--- src/rtl/uart_cmd_decode_pkg.sv ---
// Shared constants for the UART command path: frame codes, parser state
// encoding and the timeout length selected for silicon or simulation builds.
package uart_cmd_decode_pkg;

  localparam logic [7:0] HEAD   = 8'h5A;
  localparam logic [7:0] CMD_WR = 8'h55;
  localparam logic [7:0] CMD_RD = 8'hAA;

  // UART receiver timing; the parser timeout is about two byte times at this rate
  localparam int CLK_HZ     = 50_000_000;
  localparam int UART_BAUD  = 9600;
  localparam int BAUD_END   = CLK_HZ / UART_BAUD;

  localparam bit SIM        = 1'b0;
  localparam int TO_END_SYN = 104160;
  localparam int TO_END_SIM = 300;
  localparam int TO_END_SEL = SIM ? TO_END_SIM : TO_END_SYN;

  typedef enum logic [2:0] {
    IDLE = 3'b001,
    CMD  = 3'b010,
    DATA = 3'b100
  } state_t;

endpackage

--- src/rtl/uart_cmd_decode.sv ---
// Framed command parser behind the UART receiver: pushes write payload into the
// SDRAM write FIFO and raises write/read trigger pulses for the arbiter.
module uart_cmd_decode
  import uart_cmd_decode_pkg::*;
#(
  parameter int WR_LEN = 4,
  parameter int TO_END = TO_END_SEL,
  parameter int TO_W   = 17
) (
  input  logic       sclk,
  input  logic       s_rst_n,
  input  logic       uart_flag,
  input  logic [7:0] uart_data,
  output logic       wfifo_wr_en,
  output logic [7:0] wfifo_data,
  output logic       wr_trig,
  output logic       rd_trig,
  output logic       frame_err
);

  state_t          state_r;
  logic [3:0]      byte_cnt_r;
  logic [TO_W-1:0] to_cnt_r;
  logic            wr_pend_r;
  logic            to_hit_s;

  assign to_hit_s = (to_cnt_r == TO_W'(TO_END));

  // Parser FSM with registered pulse outputs and inter-byte timeout
  always_ff @(posedge sclk or negedge s_rst_n) begin
    if (!s_rst_n) begin
      state_r     <= IDLE;
      byte_cnt_r  <= 4'd0;
      to_cnt_r    <= '0;
      wr_pend_r   <= 1'b0;
      wfifo_wr_en <= 1'b0;
      wfifo_data  <= 8'h00;
      wr_trig     <= 1'b0;
      rd_trig     <= 1'b0;
      frame_err   <= 1'b0;
    end else begin
      wfifo_wr_en <= 1'b0;
      rd_trig     <= 1'b0;
      frame_err   <= 1'b0;
      // wr_trig trails the last push by one cycle so the FIFO is complete
      wr_trig     <= wr_pend_r;
      wr_pend_r   <= 1'b0;
      case (state_r)
        IDLE: begin
          to_cnt_r <= '0;
          if (uart_flag && (uart_data == HEAD)) begin
            state_r <= CMD;
          end else begin
            state_r <= IDLE;
          end
        end
        CMD: begin
          if (uart_flag) begin
            to_cnt_r <= '0;
            case (uart_data)
              CMD_WR: begin
                byte_cnt_r <= 4'd0;
                state_r    <= DATA;
              end
              CMD_RD: begin
                rd_trig <= 1'b1;
                state_r <= IDLE;
              end
              default: begin
                frame_err <= 1'b1;
                state_r   <= IDLE;
              end
            endcase
          end else if (to_hit_s) begin
            to_cnt_r  <= '0;
            frame_err <= 1'b1;
            state_r   <= IDLE;
          end else begin
            to_cnt_r <= to_cnt_r + TO_W'(1);
          end
        end
        DATA: begin
          if (uart_flag) begin
            to_cnt_r    <= '0;
            wfifo_data  <= uart_data;
            wfifo_wr_en <= 1'b1;
            if (byte_cnt_r == 4'(WR_LEN - 1)) begin
              byte_cnt_r <= 4'd0;
              wr_pend_r  <= 1'b1;
              state_r    <= IDLE;
            end else begin
              byte_cnt_r <= byte_cnt_r + 4'd1;
            end
          end else if (to_hit_s) begin
            to_cnt_r   <= '0;
            byte_cnt_r <= 4'd0;
            frame_err  <= 1'b1;
            state_r    <= IDLE;
          end else begin
            to_cnt_r <= to_cnt_r + TO_W'(1);
          end
        end
        default: begin
          to_cnt_r   <= '0;
          byte_cnt_r <= 4'd0;
          state_r    <= IDLE;
        end
      endcase
    end
  end

endmodule

--- config.mk ---
export PLATFORM = sky130hd
export DESIGN_NAME = uart_cmd_decode
export DESIGN_NICKNAME = d
export VERILOG_FILES = /design/src/rtl/uart_cmd_decode_pkg.sv /design/src/rtl/uart_cmd_decode.sv
export SDC_FILE = /design/constraint.sdc
export NUM_CORES = 1
export LEC_CHECK = 0
export CAP_MARGIN = 20
export CORE_ASPECT_RATIO = 0.6
export CORE_MARGIN = 2
export CORE_UTILIZATION = 25
export DETAILED_ROUTE_END_ITERATION = 12
export SLEW_MARGIN = 20
export SYNTH_ARGS = -nofsm -noshare
export SYNTH_HDL_FRONTEND = slang
export SYNTH_SLANG_ARGS = --single-unit
--- constraint.sdc ---
create_clock -name sclk -period 2.3 [get_ports sclk]
set_input_delay 0.345 -clock sclk [delete_from_list [all_inputs] [get_ports sclk]]
set_output_delay 0.345 -clock sclk [all_outputs]
set_load 0.01 [all_outputs]
Word-level counts from Yosys, hierarchy flattened
Index checks and enable logic that the tools add are counted.
- latch bits: 0
- memory bits (read-only): 0
- memories kept: 0
- output and inout port bits: 12
- memory bits (writable): 0
- flip-flop bits (word level): 37
- word-level logic and storage cells: 58
- equality and inequality tests: 12
- multiply operators: 0
- bitwise logic cells: 1
- magnitude comparators: 0
- shift-type cells: 0
- div/mod/pow operators: 0
- reductions and logical operators: 5
- $add $sub $neg: 2
- muxes and demuxes: 29
- operators with widths (kind ; count):
    17-bit 2-to-1 mux ; 3
    4-bit 2-to-1 mux ; 5
    17-bit by 1-bit adder with 17-bit output, second input constant ; 1
    17-bit == test, second input constant ; 1
    8-bit by 7-bit == test with 1-bit output, second input constant ; 2
    3-bit 2-to-1 mux ; 5
    1-bit 2-to-1 mux ; 12
    4-bit one-hot mux with 3 select lines ; 1
    3-bit one-hot mux with 3 select lines ; 1
    8-bit == test, second input constant ; 1
    3-bit inequality test, second input constant ; 2
    4-bit by 1-bit adder with 4-bit output, second input constant ; 1
    4-bit by 2-bit == test with 1-bit output, second input constant ; 1
    4-bit AND reduction ; 1
    2-bit OR reduction ; 2
    3-bit by 1-bit == test with 1-bit output, second input constant ; 1
    3-bit by 2-bit == test with 1-bit output, second input constant ; 1
    3-bit == test, second input constant ; 1
    2-bit 2-to-1 mux ; 1
    2-bit by 1-bit inequality test with 1-bit output, second input constant ; 1
    2-bit inequality test, second input constant ; 1
    1-bit one-hot mux with 2 select lines ; 1
    2-bit AND reduction ; 1
    1-bit logical AND ; 1
    1-bit inverter ; 1

Longest topological paths before layout
Gate-level depths: netlist (run 1).
- word-level depth: 5
- depth in mapped cells: 8

Worst setup path before layout (run 1)
OpenSTA, ideal clock, no wires.
- kind: reg2reg
- start: reg to_cnt_r[3]
- end: reg to_cnt_r[11]
- data arrival time: 1.581 ns
- path slack: 0.596 ns
- library setup time: 0.123 ns
- cell stages (with the launch flop): 7
- buffers on the path: 2
- period minus slack after synthesis: 1.704 ns
- cell sequence: dfrtp_1 -> or4_4 -> nor4_4 -> or2_1 -> buf_6 -> buf_12 -> nor2_4
- longest elaborated chain between the ends: 4
- elaborated cells on any way between the ends: 5
- those cells by class: 1 x add/sub; 1 x eq/ne; 3 x mux
- RTL lines (what ; RTL line ; RTL):
    from (decl) ; uart_cmd_decode.sv:23 ; logic [TO_W-1:0] to_cnt_r;
    from (signal assigned) ; uart_cmd_decode.sv:79 ; to_cnt_r <= to_cnt_r + TO_W'(1);
    from (signal assigned) ; uart_cmd_decode.sv:100 ; to_cnt_r <= to_cnt_r + TO_W'(1);
    17-bit by 1-bit adder with 17-bit output or 17-bit == test (tied branches) ; uart_cmd_decode.sv:79, uart_cmd_decode.sv:100, uart_cmd_decode.sv:27 ;
    17-bit 2-to-1 mux (*) ; uart_cmd_decode.sv:74, uart_cmd_decode.sv:94 ;
    17-bit 2-to-1 mux (*) ; uart_cmd_decode.sv:83 ; if (uart_flag) begin
    17-bit 2-to-1 mux (*) ; -- ;
Mark *: on every way between the ends. The rest lies on a longest branch, timed or not.
A chain may end at the register's enable or synchronous reset.

Worst setup path in the final report (run 1)
- start: reg to_cnt_r[0]
- end: reg byte_cnt_r[3]
- longest elaborated chain between the ends: 3
- RTL lines (what ; RTL line ; RTL):
    17-bit == test ; uart_cmd_decode.sv:27 ; assign to_hit_s = (to_cnt_r == TO_W'(TO_END));
    3-bit inequality test (no source line) ; -- ;
    4-bit AND reduction (no source line) ; -- ;
    to (signal assigned) ; uart_cmd_decode.sv:92 ; byte_cnt_r <= byte_cnt_r + 4'd1;
    to (decl) ; uart_cmd_decode.sv:22 ; logic [3:0] byte_cnt_r;
Every way passes these cells.

==> out/summary.txt, run 1 <==
==============================================================================
Status                                                            finished clean
Cells after Synth                                                          189
Most instantiated cells after synthesis                           sky130_fd_sc_hd__dfrtp_1, sky130_fd_sc_hd__nand2_1, sky130_fd_sc_hd__nand3_1, sky130_fd_sc_hd__nor2_1, sky130_fd_sc_hd__inv_1
Initial antenna violation count                                              0
Count of final setup violators                                               0
Gpl congestion                                                          0.8180
Shortest clock period the worst path allows after layout              1.913 ns
Net switching fraction of the power                                     18.52%
Maximum VDD drop                                                   0.0003653 V
Register area share after synthesis                                     48.78%
CTS Hold Buffers Added                                                       0
Net switching component of the power                                  293.1 uW
Post-layout power                                                     1.582 mW
Total Negative Setup Slacks                                               0 ns
Final number of max-transition violations                                    0
Wire per inst                                                         12.11 um
Placeable Area                                                       7327 um^2
Setup repair after global routing missed its margin                         no
Leak pwr                                                             0.9620 nW
Gate power share                                                          2.7%
Post-Route Skew                                                    0.005954 ns
Count of input and output buffers                                           22
Number of ports placed on the die boundary                                  23
Part of the power in the clock network                                   56.2%
Max Buffers Root-to-Sink                                                     2
Pre-CTS worst setup slack                                            0.3618 ns
Final worst-path cycle share                                            83.17%
Sort of element at the start of the critical path                    flip-flop
Via count                                                                 1411
Post-layout utilization of the core                                     33.21%
HPWL after DPL                                                         2808 um
FP Rows                                                                     24
Fmax achieved                                                        522.8 MHz
Library cell with the highest instance count after synthesis      sky130_fd_sc_hd__dfrtp_1
Effective utilization at floorplan                                      25.94%
Maximum fanout along the worst path                                          7
Insertion delay of the later-clocked pin in the worst-skew pair        0.28 ns
Mapped cell area                                                     1901 um^2
Number of maximum-capacitance violations                                     0
Final-layout fill cell count                                               754
Hold Slack                                                           0.1629 ns
CTS tree                                                                  done
Floorplan die height                                                  71.54 um
Final hold viol count                                                        0
Data required time at the worst endpoint                               2.46 ns
Post-layout net count                                                      230
Predominant post-synthesis flop cell                              sky130_fd_sc_hd__dfrtp_1
Detailed router's first-iteration violation count                           64
Post-route worst setup slack                                         0.3872 ns
Number of global-route vias before repair                                 1349
Number of instances resized during post-cts repair                           0
Flop and latch count out of synthesis                                       37
Cell type contributing the most total cell area after synthesis   sky130_fd_sc_hd__dfrtp_1
Wire length of the first global-routing pass                           6727 um
Cell types with the largest area share after synthesis            sky130_fd_sc_hd__dfrtp_1, sky130_fd_sc_hd__nand2_1, sky130_fd_sc_hd__nor2_4
Pin count of the biggest net entering global routing                        38
Synthesis Warnings                                                           0
Wirelength, routed                                                     3887 um
Syn avg cell area                                                   10.06 um^2
Overall die width                                                     116.6 um
Sequential share of power                                                41.2%
Depth of the CTS H-tree                                                      2
Kind of path behind the tightest hold check                        in -> async
Data arrival time at the worst-slack endpoint                          2.07 ns
Fraction of layout instances using a drive strength above 1             14.75%
Internal power component                                              1.289 mW
Total congestion overflow                                                    0
Remaining DRCs                                                               0
Number of clock sinks                                                       37
Power density over the cells                                      650.3 nW/um^2
Remaining antenna violation count after routing                              0
Total clock buffers created by CTS                                           5
Path type of the worst setup path                                   reg -> reg
Total nets after synthesis                                                 203
Share of flip-flops with an asynchronous set or reset                   100.0%
Tot GR Track Use                                                        10.50%
Number of iterations in the first detailed-routing pass                      4
Full die area                                                        8339 um^2
Least-Margin Pin Slew                                                0.8226 ns
Number of synthesized flops with an enable pin                               0
CTS Root Buffer Type                                              sky130_fd_sc_hd__clkbuf_16
Worst slew margin relative to its limit                                 45.16%
Number of distinct library cells after synthesis                            44
Post-CTS Setup Repair Bufs                                                   0
Area grow syn2layout                                                    28.04%
Drt via density                                                          4.396
Share of the synthesized area in the top cell type                      47.40%
Number of inserted diodes                                                    0
Clock transition at the registers of the reported paths                0.06 ns
Sort of element at the end of the critical path                      flip-flop
==============================================================================
## per-stage QoR
| step | cells | area [um^2] |
|---|---|---|
| after floorplan | 189 | 1901 |
| after CTS | 321 | 2434 |
| after detailed placement | 313 | 2243 |
| after global routing | 321 | 2434 |
| final | 321 | 2434 |
| after global placement | 313 | 2243 |
## cell usage in the layout, fill, tap and decap left out, types with 2 or more instances in the layout
cell	instances
sky130_fd_sc_hd__ha_1	3
sky130_fd_sc_hd__inv_1	9
sky130_fd_sc_hd__buf_4	4
sky130_fd_sc_hd__nor2_4	8
sky130_fd_sc_hd__bufinv_16	2
sky130_fd_sc_hd__clkbuf_16	5
sky130_fd_sc_hd__or3_1	3
sky130_fd_sc_hd__a21oi_1	5
sky130_fd_sc_hd__nand3_1	12
sky130_fd_sc_hd__nor3_1	4
sky130_fd_sc_hd__dfrtp_1	36
sky130_fd_sc_hd__and4bb_2	2
sky130_fd_sc_hd__xor2_1	7
sky130_fd_sc_hd__xnor2_1	7
sky130_fd_sc_hd__nand4_1	6
sky130_fd_sc_hd__nand2_1	34
sky130_fd_sc_hd__clkdlybuf4s50_1	21
sky130_fd_sc_hd__and3_1	2
sky130_fd_sc_hd__nor2_1	11
sky130_fd_sc_hd__o21ai_0	4
sky130_fd_sc_hd__nor2_2	2
sky130_fd_sc_hd__nor4bb_1	2
sky130_fd_sc_hd__mux2i_1	3
sky130_fd_sc_hd__a31oi_1	2
## layer usage
| metal | track usage, % | share of wire (%) |
|---|---|---|
| met3 | 3.215 | 4.9 |
| met5 | 0 | 0 |
| met2 | 12.86 | 37 |
| met1 | 16.08 | 56 |
| met4 | 5.490 | 2.2 |
## worst max-delay path, stage by stage (launching register included)
cell                        delay [ns]
sky130_fd_sc_hd__dfrtp_1          0.47
sky130_fd_sc_hd__inv_1            0.09
sky130_fd_sc_hd__ha_1             0.16
sky130_fd_sc_hd__nand4b_1         0.17
sky130_fd_sc_hd__nor4_4           0.40
sky130_fd_sc_hd__nor2_1           0.15
sky130_fd_sc_hd__a2bb2oi_2        0.23
sky130_fd_sc_hd__a31oi_1          0.11
## power by group through the flow
stage	combinational [mW]	clock, mW	sequential [mW]
finish	0.0421	0.889	0.651
CTS	0.0436	0.905	0.651
detailed placement	0.0435	0	0.663
global route	0.0473	0.937	0.651
global placement	0.0424	0	0.663
floorplan	0.00748	0	0.663
## area by class of cell
cell class	instances	area, um^2	area share, %
clock inverter	3	65.06	2.674
tap	104	130.1	5.347
sequential	37	927.1	38.10
timing repair buffer	27	265.3	10.90
inverter	9	33.78	1.388
clock buffer	5	125.1	5.141
multi-input combinational	136	887.1	36.45
## flip-flops by register name, indices dropped and copies added, names as in the netlist
signal and flops:
wr_pend_r 1, wfifo_wr_en 1, rd_trig 1, to_cnt_r 17, state_r 3, frame_err 1
wr_trig 1, byte_cnt_r 4, wfifo_data 8
## logic make-up (layout without fill, tap and decap cells)
group | count (synthesis) | after routing | share of synthesized area, %
buffers and inverters | 16 | 44 | 4.542
muxes | 3 | 3 | 1.580
AOI/OAI and AO/OA | 18 | 18 | 6.254
xor gates and xnor gates | 14 | 14 | 6.452
DFF | 37 | 37 | 48.78
and+or+nand+nor | 98 | 98 | 30.42
adders and majority gates | 3 | 3 | 1.975
## worst paths after layout
kind	cells past startpoint	to	slack [ns]	start
setup / recovery	7	byte_cnt_r[3]	0.39	to_cnt_r[0]
hold / removal	1	byte_cnt_r[1]	0.16	s_rst_n
setup reg to reg	7	byte_cnt_r[3]	0.39	to_cnt_r[0]
hold reg to reg	0	wr_trig	0.35	wr_pend_r
max in group asynchronous	1	wfifo_data[3]	1.62	s_rst_n
min in group sclk	0	wr_trig	0.35	wr_pend_r
(Power assumes the default switching activity.)
==> run 2, diff against run 1 <==
clock period = 1.9 ns   (was 2.3 ns; I/O delays follow)
==> run 2 against run 1 <==
Compared with the run above: the run now ends with negative setup slack left; die area is the same; clock skew decreased by 0.0029 ns; non-clock buffer count increased by 10; global-route usage decreased by 0.77 points; cell count increased by 3.1%; largest cell class unchanged; register-to-register slack worse by 0.44 ns; clock power fell by 12%.
==> out/summary.txt, run 2 (synthesis results as in run 1) <==
==============================================================================
Number of clock sinks                                                       37
Sort of element at the end of the critical path                      flip-flop
Final number of max-transition violations                                    0
Worst reg2reg endpoint                                            to_cnt_r[11]
Post-layout utilization of the core                                     34.12%
Fraction of layout instances using a drive strength above 1             19.38%
Status                                                            complete, but fails checks
Final-layout fill cell count                                               743
Highest-count cells in the layout ignoring fill and taps          sky130_fd_sc_hd__dfrtp_1, sky130_fd_sc_hd__nand2_1, sky130_fd_sc_hd__clkdlybuf4s50_1, sky130_fd_sc_hd__buf_4, sky130_fd_sc_hd__nand3_1
Post-Route Skew                                                    0.003093 ns
Power density over the cells                                      651.3 nW/um^2
Number of ports placed on the die boundary                                  23
Shortest clock period the worst path allows after layout              1.950 ns
Area grow syn2layout                                                    31.53%
Placeable Area                                                       7327 um^2
Data required time at the worst endpoint                               2.06 ns
Depth of the CTS H-tree                                                      2
Setup repair after global routing missed its margin                        yes
CTS Root Buffer Type                                              sky130_fd_sc_hd__clkbuf_16
Post-layout net count                                                      240
Via count                                                                 1425
Cell Count, Final, Fillers Out                                             331
Wire per inst                                                         11.95 um
Maximum VDD drop                                                   0.0003769 V
Count of input and output buffers                                           22
Total congestion overflow                                                    0
Max reg flops                                                               17
Number of iterations in the first detailed-routing pass                      5
Fmax achieved                                                        512.8 MHz
Gpl congestion                                                          0.7874
Setup slack on the worst flop-to-flop path                            -0.05 ns
Count of cells along the worst register-to-register path                     6
Pin count of the biggest net entering global routing                        38
Remaining antenna violation count after routing                              0
Post-route worst setup slack                                       -0.05008 ns
Floorplan die height                                                  71.54 um
Overall die width                                                     116.6 um
Final worst-path cycle share                                            102.6%
Least-Margin Pin Slew                                                0.5421 ns
Path type of the worst setup path                                   reg -> reg
Total clock buffers created by CTS                                           5
Number of inserted diodes                                                    0
Final hold viol count                                                        0
Tot GR Track Use                                                        9.731%
Maximum fanout along the worst path                                          8
Insertion delay of the later-clocked pin in the worst-skew pair        0.27 ns
HPWL after DPL                                                         2713 um
Detailed router's first-iteration violation count                           88
CTS Hold Buffers Added                                                       0
Most common library cell in the layout ignoring fill and taps     sky130_fd_sc_hd__dfrtp_1
Sort of element at the start of the critical path                    flip-flop
Cell count after placement                                                 319
Initial antenna violation count                                              0
Clock transition at the registers of the reported paths                0.06 ns
CTS tree                                                                  done
FP Rows                                                                     24
Register with the most flip-flops                                     to_cnt_r
Number of maximum-capacitance violations                                     0
Wire length of the first global-routing pass                           6327 um
Post-layout power                                                     1.628 mW
Remaining DRCs                                                               0
Wirelength, routed                                                     3954 um
Violated checks                                                   negative setup slack
Full die area                                                        8339 um^2
Leak pwr                                                              1.008 nW
RR Startpoint                                                     to_cnt_r[11]
Leading registers by flop count                                   to_cnt_r (17), wfifo_data (8), byte_cnt_r (4)
Data arrival time at the worst-slack endpoint                          2.11 ns
Count of final setup violators                                              13
Number of global-route vias before repair                                 1272
Drt via density                                                          4.305
Kind of path behind the tightest hold check                        in -> async
Effective utilization at floorplan                                      25.94%
Worst slew margin relative to its limit                                 63.58%
Max Buffers Root-to-Sink                                                     2
==============================================================================
## run 2: cell count changes in the layout (fill, tap and decap cells not counted), moves of 2 or more
cell / previous run / this run
sky130_fd_sc_hd__buf_4: 4 / 13
sky130_fd_sc_hd__o21ai_1: 1 / 3
sky130_fd_sc_hd__o21ai_0: 4 / 2
sky130_fd_sc_hd__bufinv_16: 2 / 0
## run 2: timing repair
action | in CTS | in global routing
endpoints found under the setup margin | 0 | 4
buffers inserted | 0 | 3
gates resized for setup | 0 | 7
## run 2: through the flow
stage / hold WS (ns) / setup TNS, ns / setup slack (ns) / instance area [um^2]
2_1_floorplan: -0.01059 / 0 / 0.1959 / 1901
3_3_place_gp: 0.3398 / 0 / 0.06633 / 2288
3_5_place_dp: 0.3472 / 0 / 0.04797 / 2288
4_1_cts: 0.07479 / 0 / 0.04994 / 2427
5_1_grt: 0.09842 / -1.383 / -0.09536 / 2500
6_report: 0.04695 / -0.3786 / -0.05008 / 2500
## run 2: area by class of cell
class,instances,area [um^2],area share (%)
Clock buffer,6,128.9,5.155
Clock inverter,2,10.01,0.4004
Inverter,9,33.78,1.351
Multi-Input combinational cell,136,912.1,36.49
Sequential cell,37,927.1,37.09
Tap cell,104,130.1,5.205
Timing Repair Buffer,37,357.8,14.31
## run 2: how the worst max path moves through the flow
stage	start	to	slack [ns]	cells past startpoint
3_5_place_dp	uart_data[3]	state_r[0]	0.05	6
2_1_floorplan	to_cnt_r[3]	to_cnt_r[14]	0.20	6
6_report	to_cnt_r[11]	to_cnt_r[11]	-0.05	6
3_3_place_gp	uart_data[3]	state_r[0]	0.07	6
4_1_cts	to_cnt_r[11]	byte_cnt_r[2]	0.05	5
5_1_grt	to_cnt_r[11]	to_cnt_r[11]	-0.1	6
## run 2: per-layer routing
metal  vias up  GRT usage [%]  wire length [um]  part of all wire, %
met5         -              0                 0                    0
met4         0          2.353                29                 0.73
met3         2          3.469               157                  4.0
met2        25          11.18              1481                   37
met1       677          16.30              2285                   58
li1        721              -                 -                    -
## run 2: report_power, final
part | switching (mW) | leakage, nW | internal (mW)
Sequential | 0.000158 | 0.514 | 0.789
Combinational | 0.0294 | 0.424 | 0.0260
Clock | 0.303 | 0.0706 | 0.481
## run 2: worst max-delay path: stages (launching register included)
cell and delay, ns:
sky130_fd_sc_hd__dfrtp_1 0.42, sky130_fd_sc_hd__or4_4 0.57, sky130_fd_sc_hd__nor4_4 0.27, sky130_fd_sc_hd__buf_4 0.19
sky130_fd_sc_hd__or2_4 0.16, sky130_fd_sc_hd__clkbuf_16 0.19, sky130_fd_sc_hd__nor2_4 0.04
